## src/rtl/uart_frame_if.sv

```systemverilog
// Handshake bundle between word producers, the frame scheduler and the uart_tx byte port.
// Valid/ready rule: a word or byte transfers on a clock edge where its valid and ready are both high.
interface uart_frame_if #(
    parameter int NUM_REQ = 4
);
    logic [NUM_REQ*16-1:0] req_data;
    logic [NUM_REQ-1:0]    req_valid;
    logic [NUM_REQ-1:0]    req_ready;
    logic [7:0]            tx_byte;
    logic                  tx_byte_valid;
    logic                  tx_byte_ready;

    modport master (
        output req_data, req_valid, tx_byte_ready,
        input  req_ready, tx_byte, tx_byte_valid
    );

    modport slave (
        input  req_data, req_valid, tx_byte_ready,
        output req_ready, tx_byte, tx_byte_valid
    );
endinterface

```

## src/rtl/uart_frame_scheduler.sv

```systemverilog
// Round-robin arbiter that wraps one 16-bit word per grant into a 5-byte frame
// (header, source id, data hi, data lo, xor checksum) for the uart_tx byte port.
module uart_frame_scheduler #(
    parameter int          NUM_REQ     = 4,
    parameter logic [7:0]  HEADER      = 8'hA5,
    parameter int          TIMEOUT_CYC = 4096,
    parameter int          IDW         = $clog2(NUM_REQ)
) (
    input  logic            clk,
    input  logic            rst_n,
    uart_frame_if.slave     bus,
    output logic            busy,
    output logic [IDW-1:0]  grant_id,
    output logic            timeout_err,
    output logic [15:0]     frame_cnt,
    output logic [2:0]      state_dbg
);

    typedef enum logic [2:0] {
        IDLE = 3'd0,
        HDR  = 3'd1,
        ID   = 3'd2,
        HI   = 3'd3,
        LO   = 3'd4,
        CHK  = 3'd5
    } state_t;

    localparam int TW = (TIMEOUT_CYC > 0) ? $clog2(TIMEOUT_CYC + 1) : 1;
    localparam logic [TW-1:0] TLIM = (TIMEOUT_CYC > 0) ? TW'(TIMEOUT_CYC - 1) : '0;

    state_t          state;
    logic [IDW-1:0]  rr_ptr;
    logic [15:0]     word;
    logic [TW-1:0]   tcnt;
    logic            any_valid;
    logic [IDW-1:0]  winner;
    logic [7:0]      id_byte;
    logic [7:0]      chk_byte;

    assign state_dbg = state;
    assign id_byte   = {{(8-IDW){1'b0}}, grant_id};
    assign chk_byte  = HEADER ^ id_byte ^ word[15:8] ^ word[7:0];

    // Scan downward so the smallest distance from rr_ptr is the last (winning) write.
    always_comb begin
        any_valid = 1'b0;
        winner    = '0;
        for (int k = NUM_REQ - 1; k >= 0; k--) begin
            int idx;
            idx = int'(rr_ptr) + k;
            if (idx >= NUM_REQ) idx = idx - NUM_REQ;
            if (bus.req_valid[idx]) begin
                any_valid = 1'b1;
                winner    = IDW'(idx);
            end
        end
    end

    always_comb begin
        bus.req_ready = '0;
        if (rst_n && state == IDLE && any_valid) bus.req_ready[winner] = 1'b1;
    end

    always_ff @(posedge clk or negedge rst_n) begin
        if (!rst_n) begin
            state             <= IDLE;
            rr_ptr            <= '0;
            word              <= '0;
            tcnt              <= '0;
            bus.tx_byte       <= '0;
            bus.tx_byte_valid <= 1'b0;
            busy              <= 1'b0;
            grant_id          <= '0;
            timeout_err       <= 1'b0;
            frame_cnt         <= '0;
        end else begin
            timeout_err <= 1'b0;
            if (state == IDLE) begin
                if (any_valid) begin
                    word              <= bus.req_data[16*int'(winner) +: 16];
                    grant_id          <= winner;
                    rr_ptr            <= (winner == IDW'(NUM_REQ - 1)) ? '0 : winner + 1'b1;
                    state             <= HDR;
                    bus.tx_byte       <= HEADER;
                    bus.tx_byte_valid <= 1'b1;
                    busy              <= 1'b1;
                    tcnt              <= '0;
                end
            end else if (bus.tx_byte_ready) begin
                // tx_byte_valid is always high in byte states, so ready alone marks a transfer.
                tcnt <= '0;
                case (state)
                    HDR: begin
                        bus.tx_byte <= id_byte;
                        state       <= ID;
                    end
                    ID: begin
                        bus.tx_byte <= word[15:8];
                        state       <= HI;
                    end
                    HI: begin
                        bus.tx_byte <= word[7:0];
                        state       <= LO;
                    end
                    LO: begin
                        bus.tx_byte <= chk_byte;
                        state       <= CHK;
                    end
                    default: begin
                        bus.tx_byte_valid <= 1'b0;
                        busy              <= 1'b0;
                        frame_cnt         <= frame_cnt + 16'd1;
                        state             <= IDLE;
                    end
                endcase
            end else if (TIMEOUT_CYC != 0) begin
                if (tcnt == TLIM) begin
                    bus.tx_byte_valid <= 1'b0;
                    busy              <= 1'b0;
                    timeout_err       <= 1'b1;
                    tcnt              <= '0;
                    state             <= IDLE;
                end else begin
                    tcnt <= tcnt + 1'b1;
                end
            end
        end
    end

endmodule

```

## src/flat_wrapper.sv

```systemverilog
// flat-port wrapper written by rule: the top's interface ports become plain ports
module uart_frame_scheduler_flat 
#(
    parameter int          NUM_REQ     = 4,
    parameter logic [7:0]  HEADER      = 8'hA5,
    parameter int          TIMEOUT_CYC = 4096,
    parameter int          IDW         = $clog2(NUM_REQ)
)
  (clk, rst_n, busy, grant_id, timeout_err, frame_cnt, state_dbg, bus_req_data, bus_req_valid, bus_tx_byte_ready, bus_req_ready, bus_tx_byte, bus_tx_byte_valid);
  uart_frame_if #(.NUM_REQ(NUM_REQ)) bus_i ();
  input  logic clk;
  input  logic rst_n;
  output logic busy;
  output logic [IDW-1:0] grant_id;
  output logic timeout_err;
  output logic [15:0] frame_cnt;
  output logic [2:0] state_dbg;
  input wire logic [$bits(bus_i.req_data)-1:0] bus_req_data;
  input wire logic [$bits(bus_i.req_valid)-1:0] bus_req_valid;
  input wire logic [$bits(bus_i.tx_byte_ready)-1:0] bus_tx_byte_ready;
  output wire logic [$bits(bus_i.req_ready)-1:0] bus_req_ready;
  output wire logic [$bits(bus_i.tx_byte)-1:0] bus_tx_byte;
  output wire logic [$bits(bus_i.tx_byte_valid)-1:0] bus_tx_byte_valid;
  assign bus_i.req_data = bus_req_data;
  assign bus_i.req_valid = bus_req_valid;
  assign bus_i.tx_byte_ready = bus_tx_byte_ready;
  assign bus_req_ready = bus_i.req_ready;
  assign bus_tx_byte = bus_i.tx_byte;
  assign bus_tx_byte_valid = bus_i.tx_byte_valid;
  uart_frame_scheduler #(.NUM_REQ(NUM_REQ), .HEADER(HEADER), .TIMEOUT_CYC(TIMEOUT_CYC), .IDW(IDW)) u_core (.clk(clk), .rst_n(rst_n), .bus(bus_i), .busy(busy), .grant_id(grant_id), .timeout_err(timeout_err), .frame_cnt(frame_cnt), .state_dbg(state_dbg));
endmodule
```

## config.mk

```make
export PLATFORM = sky130hd
export DESIGN_NAME = uart_frame_scheduler_flat
export DESIGN_NICKNAME = d
export VERILOG_FILES = /design/src/rtl/uart_frame_if.sv /design/src/rtl/uart_frame_scheduler.sv /design/src/flat_wrapper.sv
export SDC_FILE = /design/constraint.sdc
export NUM_CORES = 1
export LEC_CHECK = 0
export CELL_PAD_IN_SITES_DETAIL_PLACEMENT = 1
export CELL_PAD_IN_SITES_GLOBAL_PLACEMENT = 2
export CORE_AREA = 2 2 122 124
export DETAILED_ROUTE_END_ITERATION = 10
export DIE_AREA = 0 0 124 126
export PLACE_DENSITY_LB_ADDON = 0.25
export SLEW_MARGIN = 15
export SYNTH_ARGS = -nofsm -noshare
export SYNTH_HDL_FRONTEND = slang
export SYNTH_SLANG_ARGS = --single-unit
```

## constraint.sdc

```tcl
create_clock -name clk -period 3.7 [get_ports clk]
set_input_delay 1.11 -clock clk [delete_from_list [all_inputs] [get_ports clk]]
set_output_delay 1.11 -clock clk [all_outputs]
set_load 0.01 [all_outputs]
```

# Yosys cells after proc, flatten, opt, wreduce, memory -nomap -nowiden
# Cells that the tools add are included.
dict set report totals {
  reg_bits 62
  wordCells 105
  input_bits 71
}
dict set report classes {
  bitwise 5
  add_sub_neg 10
  muxes 49
  eq_ne 8
  order_cmp 10
  n_reduce_logical 13
  shifts 1
}
# operator n
set op_table {}
lappend op_table {{32-bit by 4-bit < comparator with 1-bit output (second input constant)} 4}
lappend op_table {{32-bit 2-to-1 mux} 4}
lappend op_table {{32-bit by 4-bit greater-or-equal comparator with 1-bit output (second input constant)} 3}
lappend op_table {{32-bit by 4-bit subtractor with 32-bit output (second input constant)} 3}
lappend op_table {{64-bit by 7-bit variable part select with 16-bit output} 1}
lappend op_table {{13-bit 2-to-1 mux} 4}
lappend op_table {{8-bit one-hot mux with 4 select lines} 1}
lappend op_table {{8-bit 2-to-1 mux} 3}
lappend op_table {{1-bit 2-to-1 mux} 21}
lappend op_table {{16-bit by 1-bit adder with 16-bit output (second input constant)} 1}
lappend op_table {{8-bit XOR} 2}
lappend op_table {{13-bit by 1-bit adder with 13-bit output (second input constant)} 1}
lappend op_table {{13-bit by 12-bit == test with 1-bit output (second input constant)} 1}
lappend op_table {{3-bit 2-to-1 mux} 4}
lappend op_table {{3-bit one-hot mux with 4 select lines} 1}
lappend op_table {{2-bit 2-to-1 mux} 5}
lappend op_table {{3-bit AND reduction} 3}
lappend op_table {{1-bit binary-select mux with 2-bit select} 4}
lappend op_table {{2-bit by 2-bit adder with 3-bit output (second input constant)} 2}
lappend op_table {{3-bit by 2-bit == test with 1-bit output (second input constant)} 2}
lappend op_table {{5-bit nonzero test} 1}
lappend op_table {{4-bit 2-to-1 mux} 1}
lappend op_table {{1-bit inverter with 4-bit output} 1}
lappend op_table {{2-bit AND reduction} 2}
lappend op_table {{18 further kinds} 21}

# Logic depth before layout (Yosys ltp)
dict set report depth {
  depth_word 15
  mapped_depth 7
  mapped_depth_nobuf 6
}

# Least setup slack after synthesis
# Ideal clock, no wire load.
dict set report synth_timing {
  kind {input to output}
  start {in bus_req_valid[0]}
  end {out bus_req_ready[2]}
  n_path_buf 1
  arrival_time_ps 2196
  setup_slack_ps 394
  path_stages 7
  path_cell_list {nand2_1 > a21oi_1 > a211oi_2 > inv_2 > buf_6 > ha_1 > and3_1}
}
dict set report synth_via {
  elab_chain_len 12
  elab_cells_between_ends 27
  classes_between {2 x order compare; 23 x mux; 2 x reduce/logical}
}
# element line
set synth_rtl {}
lappend synth_rtl {{start, declared} flat_wrapper.sv:19} ;# input wire logic [$bits(bus_i.req_valid)-1:0] bus_req_valid;
lappend synth_rtl {{1-bit binary-select mux with 2-bit select} uart_frame_scheduler.sv:52} ;# if (bus.req_valid[idx]) begin
lappend synth_rtl {{1-bit 2-to-1 mux (implied by the code) (2 in series)} uart_frame_scheduler.sv:52}
lappend synth_rtl {{2-bit 2-to-1 mux (4 in series)} uart_frame_scheduler.sv:52}
lappend synth_rtl {{2-bit by 3-bit < comparator with 1-bit output (implied by the code) / 2-bit by 1-bit greater-or-equal comparator with 1-bit output (equally long branches)} uart_frame_scheduler.sv:61} ;# if (rst_n && state == IDLE && any_valid) bus.req_ready[winner] = 1'b1;
lappend synth_rtl {{1-bit logical AND (implied by the code)} uart_frame_scheduler.sv:61}
lappend synth_rtl {{1-bit 2-to-1 mux (implied by the code)} uart_frame_scheduler.sv:61}
lappend synth_rtl {{1-bit demux with 2-bit select} n/a}
lappend synth_rtl {{4-bit 2-to-1 mux (*)} uart_frame_scheduler.sv:61}
lappend synth_rtl {{end, declared} flat_wrapper.sv:21} ;# output wire logic [$bits(bus_i.req_ready)-1:0] bus_req_ready;
# Mark *: on every way between the ends. The rest lies on a longest branch, timed or not. The select of a mux whose other input is x is not followed.

# Final worst setup path
# Same ends and word-level chain as after synthesis.

==> results.ini <==
[detailed_routing]
via_per_inst=4.81
wirelength_um=10500
routedWlPerCell_um=15.5
drc=0
firstDrtPassIters=4
detail-route-antenna-nets=0
dr.first_iter.drc_count=124
via_count=3259

[clocking]
clockBufferDepth=2
cts.sinks=62
cts_made_buffers=9
postCtsHoldBufs=0
cts_root_buf=clkbuf_16
clk_latency_ns=0.33
cts_tree=yes
h-tree-depth=3
clk_pin_slew_ns=0.06

[power_and_ir_drop]
power.switching_mw=1.36
vdd_drop_max_mv=0.479
p_int_mw=2.12
p_clk_share_pct=22.4
pwr-share-seq_pct=30.8
combPwrFrac_pct=46.8
powerDensity_nw_per_um2=683
leakage_nw=2.22
sw_frac_of_total_pct=39.0

[cells_and_area]
area_delta_synth_final_pct=44.8
drive_gt1_share_pct=10.3
post-route-util_pct=35.6
final_cell_mix=clkdlybuf4s50_1, dfrtp_1, nand2_1
n_antenna_cell=0
final_area_sq_um=5090
final_common_cell=clkdlybuf4s50_1
final_cells=678
layout.nets=563

[timing]
hold_violations=0
fin_crit_sh_pct=96.9
clock_skew_ns=0.00637
fmax_mhz=279
tns_ns=0
finalSetupViolations=0
slew_viol_final=0
fin_ws_ns=0.113
fin_crit_ns=3.59
rsz0062_at_grt=no
worst_pin_slew_ns=0.833
slew_headroom_pct=44.4

[synthesis]
ys_types=48
synth_edf_count=0
synthCells=372
yosysTopAreaCellShare_pct=44.1
yosysSeqAreaShare_pct=44.1
synthesis.nets=446
ys_ff_latch=62
ys.flop_type=dfrtp_1
yosysWarnings=0
synth_top_area_cell=dfrtp_1
syn-mean-instance-area_sq_um=9.45
synth_area_leaders=dfrtp_1, mux2i_1, o21ai_0
synthArstFlopShare_pct=100
synthesis.area_sq_um=3520

[grt]
antenna_found_initial=0
grt_max_degree=63
grt_pass1_vias=3496
grt_overflow=0
track_usage_pct=14.5
grt_pass1_wl_um=17800

[setup_path]
critPathKind=input port to output port
cp_data_required_time_ns=2.59
r2r_cells=6
worstPathMaxFanout=4
start_kind=input port
arrival_ns=2.48
endpoint_kind=output port

[hold_path]
hold_path.class=flop to flop
hold_depth=1

[floorplan]
design.core.area_sq_um=14300
num_rows=44
ios=107
fp.dieArea_sq_um=15600
die_h_um=126
die_w_um=124
initial_core_util_pct=24.6

[placed_design]
io_buffer_count=106
globalplace.congestion=0.746
post-place-ws_ns=-0.537
placed_cells=661
hpwlAfterDp_um=7810
dpl_cell_area_sq_um=4830

[run]
max_cap_violations=0

[status]
status=complete, no violations

routing by layer:
layer / track usage, % / wire (um) / up-vias / share of wire [%]
met5: 0 / 0 / - / 0
met4: 4.30 / 121 / 0 / 1.2
met3: 3.99 / 612 / 10 / 5.8
met2: 22.6 / 4830 / 81 / 46
met1: 19.5 / 4920 / 1573 / 47
li1: - / - / 1595 / -
worst max-delay path, stage by stage:
cell           delay [ns]
dlygate4sd2_1        0.27
buf_4                0.15
nor3b_2              0.15
a211oi_2             0.24
inv_2                0.07
ha_1                 0.20
and3_1               0.16
buf_2                0.13
what timing repair did:
item	in CTS	in global routing
endpoints found under the setup margin	4	4
pin swaps	1	0
buffers inserted	1	0
resized for setup	12	10
power by group through the flow:
stage	clock network [mW]	registers, mW	logic (mW)
after floorplan	0	1.09	1.01
after global placement	0	1.07	1.61
after detailed placement	0	1.09	1.65
after CTS	0.808	1.08	1.67
after global routing	0.834	1.11	1.84
final	0.777	1.07	1.63
cell families (layout without fill, tap and decap cells):
kind of cell             after synthesis  after routing  share of synthesized area, %
multiplexers                          37             37                          10.6
flip-flops                            62             62                          44.1
buffers and inverters                 31            153                          4.34
AND/OR/NAND/NOR                      122            122                          17.1
XOR/XNOR                              20             20                          4.98
AO/OA/AOI/OAI                         97             97                          17.9
adder cells (fa/ha/maj)                3              3                          1.07
final cells by class:
cell class | count | area [sq um]
flip-flops and latches | 62 | 1550
fillers | 1692 | 9220
repair buffers | 125 | 1170
inverters | 12 | 45.0
well taps | 184 | 230
clock buffers | 12 | 246
clock inverters | 4 | 22.5
multi-input cells | 279 | 1830
worst paths after layout:
| check | start | to | slack, ns |
|---|---|---|---|
| setup / recovery | bus_req_valid[0] | bus_req_ready[2] | 0.11 |
| hold / removal | u_core.frame_cnt[15] | u_core.frame_cnt[15] | 0.47 |
| setup reg to reg | u_core.rr_ptr[1] | u_core.word[2] | 1.69 |
| min in group asynchronous | rst_n | u_core.tcnt[10] | 1.09 |
| hold reg to reg | u_core.frame_cnt[15] | u_core.frame_cnt[15] | 0.47 |
| max in group asynchronous | rst_n | u_core.word[12] | 2.06 |
metrics by stage:
| stage | hold slack (ns) | power [mW] |
|---|---|---|
| 2_1_floorplan | 0.445 | 2.10 |
| 3_3_place_gp | 0.469 | 2.68 |
| 3_5_place_dp | 0.468 | 2.74 |
| 4_1_cts | 0.479 | 3.55 |
| 5_1_grt | 0.514 | 3.79 |
| 6_report | 0.475 | 3.48 |
state kept, by name, indices dropped and copies added, names as in the netlist:
name	count
u_core.frame_cnt	16
u_core.bus.tx_byte	8
u_core.rr_ptr	2
u_core.tcnt	13
u_core.bus.tx_byte_valid	1
u_core.grant_id	2
u_core.timeout_err	1
u_core.state_dbg	3
u_core.word	16
synth_stat cells (3+ instances only):
| cell type | count |
|---|---|
| xor2_1 | 7 |
| nor3b_1 | 4 |
| o21ai_0 | 36 |
| nor2b_1 | 4 |
| nand2_1 | 46 |
| buf_6 | 3 |
| or3_1 | 6 |
| dfrtp_1 | 62 |
| nor2_1 | 17 |
| inv_1 | 11 |
| mux2i_1 | 36 |
| xnor2_1 | 13 |
| a21oi_1 | 18 |
| nand2b_1 | 3 |
| nand4_1 | 8 |
| nand3_1 | 9 |
| a31oi_1 | 4 |
| o21a_1 | 4 |
| clkbuf_1 | 6 |
| and3_1 | 7 |
| ha_1 | 3 |
| buf_2 | 8 |
| nor3_1 | 8 |
| o221ai_1 | 18 |
Note: power is estimated with default switching activity, not from simulation.
